## config.mk

```make
export PLATFORM = sky130hd
export DESIGN_NAME = control_field_rx
export DESIGN_NICKNAME = d
export VERILOG_FILES = /design/src/rtl/can_pkg.sv /design/src/rtl/can_dlc_decode.sv /design/src/rtl/control_field_rx.sv
export SDC_FILE = /design/constraint.sdc
export NUM_CORES = 1
export LEC_CHECK = 0
export ABC_AREA = 1
export BUFFER_PORTS_ARGS = -buffer_cell sky130_fd_sc_hd__buf_2
export CAP_MARGIN = 5
export CORE_MARGIN = 2
export CORE_UTILIZATION = 50
export CTS_BUF_LIST = sky130_fd_sc_hd__clkbuf_8
export DETAILED_ROUTE_END_ITERATION = 7
export GPL_TIMING_DRIVEN = 0
export PLACE_DENSITY = 0.83
export SLEW_MARGIN = 20
export SYNTH_ARGS = -nofsm -noshare
export SYNTH_HDL_FRONTEND = slang
export SYNTH_SLANG_ARGS = --single-unit
```

## constraint.sdc

```tcl
create_clock -name clock -period 1.4 [get_ports clock]
set_clock_uncertainty 0.15 [all_clocks]
set_input_delay 0.07 -clock clock [delete_from_list [all_inputs] [get_ports clock]]
set_output_delay 0.07 -clock clock [all_outputs]
set_load 0.005 [all_outputs]
```

## src/rtl/can_pkg.sv

```systemverilog
// can_pkg: shared CAN types and constants for the frame-receive blocks
package can_pkg;
  localparam int CTRL_FIELD_BITS = 6;
  localparam int CAN_MAX_DATA_BYTES = 8;
  localparam logic DOMINANT = 1'b0;
  localparam logic RECESSIVE = 1'b1;
  typedef enum logic [1:0] {IDLE, RECEIVE, COMPLETE} ctrl_rx_state_t;
endpackage

```

## src/rtl/can_dlc_decode.sv

```systemverilog
// can_dlc_decode: clamps a raw 4-bit DLC to the number of data bytes carried
module can_dlc_decode #(
  parameter int MAX_BYTES = 8
) (
  input  logic [3:0] dlc,
  output logic [3:0] data_bytes
);
  assign data_bytes = dlc > 4'(MAX_BYTES) ? 4'(MAX_BYTES) : dlc;
endmodule

```

## src/rtl/control_field_rx.sv

```systemverilog
// control_field_rx: deserialises IDE, r0 and DLC after the RTR bit; CTRL_RX_R0_CHECK_EN adds r0_error
module control_field_rx
  import can_pkg::*;
#(
  parameter int CTRL_BITS = CTRL_FIELD_BITS,
  parameter int MAX_BYTES = CAN_MAX_DATA_BYTES
) (
  input  logic       clock,
  input  logic       reset,
  input  logic       enable,
  input  logic       sample_point,
  input  logic       stuff_bit_detected,
  input  logic       rx_bit,
  input  logic       rtr_complete,
  output logic       ide,
  output logic       r0,
  output logic [3:0] dlc,
  output logic [3:0] data_bytes,
  output logic [2:0] bit_counter,
  output logic       ide_error,
`ifdef CTRL_RX_R0_CHECK_EN
  output logic       r0_error,
`endif
  output logic       control_complete
);
  ctrl_rx_state_t state, state_next;
  logic [CTRL_BITS-2:0] shift;
  logic [CTRL_BITS-1:0] word;
  logic [3:0] word_bytes;
  logic valid, last;
  assign valid = state == RECEIVE && sample_point && !stuff_bit_detected;
  assign last = valid && bit_counter == 3'(CTRL_BITS - 1);
  // word is the complete field as it stands once the current bit is taken in
  assign word = {shift, rx_bit};
  can_dlc_decode #(.MAX_BYTES(MAX_BYTES)) u_dlc_decode (
    .dlc(word[3:0]),
    .data_bytes(word_bytes)
  );
  always_comb begin
    state_next = IDLE;
    control_complete = state == COMPLETE;
    state_next = state == IDLE ? (rtr_complete ? RECEIVE : IDLE) :
                 state == RECEIVE ? (last ? COMPLETE : RECEIVE) : IDLE;
  end
  always_ff @(posedge clock) begin
    if (reset || !enable) begin
      state <= IDLE;
      shift <= '0;
      bit_counter <= '0;
      ide <= 1'b1;
      r0 <= 1'b0;
      dlc <= '0;
      data_bytes <= '0;
      ide_error <= 1'b0;
`ifdef CTRL_RX_R0_CHECK_EN
      r0_error <= 1'b0;
`endif
    end else begin
      state <= state_next;
      if (state == IDLE && rtr_complete) begin
        shift <= '0;
        bit_counter <= '0;
      end else if (valid) begin
        shift <= word[CTRL_BITS-2:0];
        bit_counter <= last ? 3'd0 : bit_counter + 3'd1;
      end
      if (last) begin
        ide <= word[CTRL_BITS-1];
        r0 <= word[CTRL_BITS-2];
        dlc <= word[3:0];
        data_bytes <= word_bytes;
        ide_error <= word[CTRL_BITS-1] == RECESSIVE;
`ifdef CTRL_RX_R0_CHECK_EN
        r0_error <= word[CTRL_BITS-2] == RECESSIVE;
`endif
      end
    end
  end
endmodule

```

==> reports/metrics.json <==
{
  "run_status": {"value": "finished clean"},
  "cts-buffers-inserted": {"value": 3},
  "synth_top_family_by_area": {"value": "simple AND/OR/NAND/NOR gates"},
  "via_count": {"value": 800},
  "worst_skew_pair.late_latency": {"value": 260, "unit": "ps"},
  "synth_seq_cells": {"value": 21},
  "post-route-period-util": {"value": 0.938},
  "ff_latch_area": {"value": 425, "unit": "µm²"},
  "routedWlPerCell": {"value": 10.8, "unit": "µm"},
  "timing.critical_path.from_type": {"value": "register"},
  "placeableCoreArea": {"value": 1710, "unit": "µm²"},
  "die_x": {"value": 46.4, "unit": "µm"},
  "synth_top_cell_area_share": {"value": 0.467},
  "drt_first_pass_iters": {"value": 4},
  "filler_cell_count": {"value": 141},
  "post_detail_place_hpwl": {"value": 1230, "unit": "µm"},
  "critical_path_peak_fanout": {"value": 8},
  "final-max-slew-violation-count": {"value": 0},
  "synth-adder-area-share": {"value": 0.0278},
  "fraction_of_layout_cells_with_a_size_suffix_above_1": {"value": 0.384},
  "cts_root_buf": {"value": "clkbuf_8"},
  "remaining_drc_errors": {"value": 0},
  "path_common_cell": {"value": "inv_2"},
  "largest_area_contributor_in_the_netlist": {"value": "dfxtp_1"},
  "clock_slew_seen_by_the_registers_of_the_worst_setup_and_hold_paths": {"value": 70, "unit": "ps"},
  "worst_path_max_delay_cell": {"value": "dfxtp_2"},
  "largest_net_degree_at_the_start_of_global_routing": {"value": 13},
  "min_path_type": {"value": "in2reg"},
  "post_route_utilization": {"value": 0.703},
  "synth_fp_nets": {"value": 122},
  "fmax": {"value": 0.762, "unit": "GHz"},
  "grt.total_usage": {"value": 0.183},
  "mappedNetlistArea": {"value": 900, "unit": "µm²"},
  "aggregate_routed_wire_length": {"value": 1840, "unit": "µm"},
  "worst_margin_slew": {"value": 235, "unit": "ps"},
  "num_rows": {"value": 15},
  "dieArea": {"value": 2150, "unit": "µm²"},
  "start_util": {"value": 0.527},
  "grt_antenna_before_repair": {"value": 0},
  "grt-ovfl-total": {"value": 0},
  "routed_via_density": {"value": 4.68},
  "power.ir.vdd_worst": {"value": 668, "unit": "µV"},
  "tritoncts_clock_tree": {"value": "yes"},
  "fin_hold_ws": {"value": 41.1, "unit": "ps"},
  "wire_length_of_the_first_global_routing_pass": {"value": 2730, "unit": "µm"},
  "port_buffers": {"value": 21},
  "h-tree-depth": {"value": 1},
  "post_synthesis_xor_xnor_area_fraction": {"value": 0},
  "max_cap_violations": {"value": 0},
  "clkSinkCount": {"value": 21},
  "max-slew-margin-rel": {"value": 0.843},
  "pre_cts_ws": {"value": -50.0, "unit": "ps"},
  "synthesis.area_per_instance": {"value": 7.96, "unit": "µm²"},
  "area_growth": {"value": 33.5, "unit": "%"},
  "worst-endpoint-arrival": {"value": 1310, "unit": "ps"},
  "gp_congestion": {"value": 0.706},
  "p_leak": {"value": 0.541, "unit": "nW"},
  "dieHeight": {"value": 46.4, "unit": "µm"},
  "ant_nets": {"value": 0},
  "synth_compound_gate_area_share": {"value": 0.115},
  "vias_in_the_first_global_route": {"value": 643},
  "finish.net_count": {"value": 156},
  "antenna_cells_inserted": {"value": 0},
  "fin_ws": {"value": 86.9, "unit": "ps"},
  "io_pins": {"value": 22},
  "worst_setup_path_end_kind": {"value": "register"},
  "worst_path_largest_cell_delay": {"value": 330, "unit": "ps"},
  "synth_cells": {"value": 113},
  "cp.required": {"value": 1400, "unit": "ps"},
  "synth.yosys.seq_area_share": {"value": 0.467},
  "synth.area.mux_share": {"value": 0},
  "timing.final.setup_violations": {"value": 0},
  "timing_worst_setup_path_type": {"value": "reg2reg"},
  "power_per_cell_area": {"value": 881, "unit": "nW/µm²"},
  "synthDistinctLibCells": {"value": 23},
  "post_synth_and_or_nand_nor_area_fraction": {"value": 0.300},
  "synthTopCellsByArea": {"value": "dfxtp_1 47%, nand2_1 13%, a21oi_1 6.1%"},
  "finalHoldViolations": {"value": 0},
  "drt_iter0_markers": {"value": 15},
  "number_of_synthesis_warnings": {"value": 0},
  "clock_path_buffers": {"value": 2},
  "multiInputGateArea": {"value": 438, "unit": "µm²"},
  "cp_cell_sequence": {"value": "inv_2 > ha_4 > nand2_2 > inv_2 > nand3_4 > buf_6 > nand2_1 > a21oi_1"},
  "tns": {"value": 0, "unit": "ps"},
  "rsz0062_at_grt": {"value": "false"},
  "final_period_minus_worst_setup_slack": {"value": 1310, "unit": "ps"}
}
-- registers in the layout, indices dropped and copies added (netlist names) --
name         flops
shift            5
ide              1
data_bytes       4
dlc              4
state            2
bit_counter      3
ide_error        1
r0               1
-- per-stage QoR --
| stage | power [mW] | instances | cell area, µm² |
|---|---|---|---|
| finish | 1.06 | 171 | 1200 |
| global route | 1.09 | 171 | 1200 |
| CTS | 1.06 | 167 | 1120 |
| detailed placement | 0.666 | 159 | 1040 |
| global placement | 0.663 | 159 | 1040 |
| floorplan | 0.648 | 113 | 900 |
-- area by class of cell --
type | count | share of cell area
multi-input cells | 75 | 0.365
flip-flops and latches | 21 | 0.354
repair buffers | 29 | 0.149
inverters | 14 | 0.0448
clock buffers | 3 | 0.0344
well taps | 25 | 0.0260
plain buffers | 3 | 0.0229
clock inverters | 1 | 0.00417
-- where the power goes --
group          internal (mW)  switching [mW]
clock                  0.198           0.197
sequential             0.597         0.00208
combinational         0.0263          0.0374
-- worst max-delay path: cells and delay by family (launching register included) --
| kind | cells | cell delay (ps) |
|---|---|---|
| flip-flops | 1 | 330 |
| buffers and inverters | 3 | 290 |
| AO/OA/AOI/OAI | 1 | 70 |
| adder cells (fa/ha/maj) | 1 | 120 |
| AND/OR/NAND/NOR | 3 | 230 |
-- kinds of logic after synthesis --
| group | count (synthesis) |
|---|---|
| flops | 21 |
| fa+ha+maj | 2 |
| simple gates | 57 |
| buf+inv | 17 |
| compound gates | 16 |
-- timing repair --
action,4_1_cts,5_1_grt
pin swaps,0,1
endpoints found under the setup margin,14,16
buffers inserted,0,3
hold endpoints to repair,7,0
gates resized for setup,3,15
hold buffers,4,0
gates cloned,0,1
-- cell usage after synthesis (all sizes together) --
master,n
nor3,1
clkinv,1
nand4,2
nand2,32
buf,2
inv,13
dfxtp,21
a21oi,12
nor2,15
nand3,6
clkbuf,1
a211oi,3
a21o,1
ha,2
or2,1
-- final timing paths --
path | startpoint | to | slack (ps) | cells after the start
max | bit_counter[1]$_SDFFE_PP0P_ | data_bytes[2]$_SDFFE_PP0P_ | 90 | 8
min | stuff_bit_detected | shift[1]$_SDFFE_PP0P_ | 40 | 4
max reg2reg | bit_counter[1]$_SDFFE_PP0P_ | data_bytes[2]$_SDFFE_PP0P_ | 90 | 8
min reg2reg | dlc[0]$_SDFFE_PP0P_ | dlc[0]$_SDFFE_PP0P_ | 310 | 2
-- cell usage in the layout, fill, tap and decap left out, drive strengths merged --
cell          n
inv          13
nor2         15
dfxtp        21
ha            2
or2           1
nor3          1
clkbuf        4
dlygate4sd3   4
nand3         6
a21o          1
buf          27
nand4         2
a21oi        12
clkinv        2
nand2        32
a211oi        3
-- routing by layer --
layer	part of all wire	global-route usage	vias up
li1	-	-	422
met5	0	0	-
met3	0.045	0.0353	5
met4	0.017	0.0857	0
met1	0.44	0.227	352
met2	0.49	0.300	21
(Power assumes the default switching activity.)
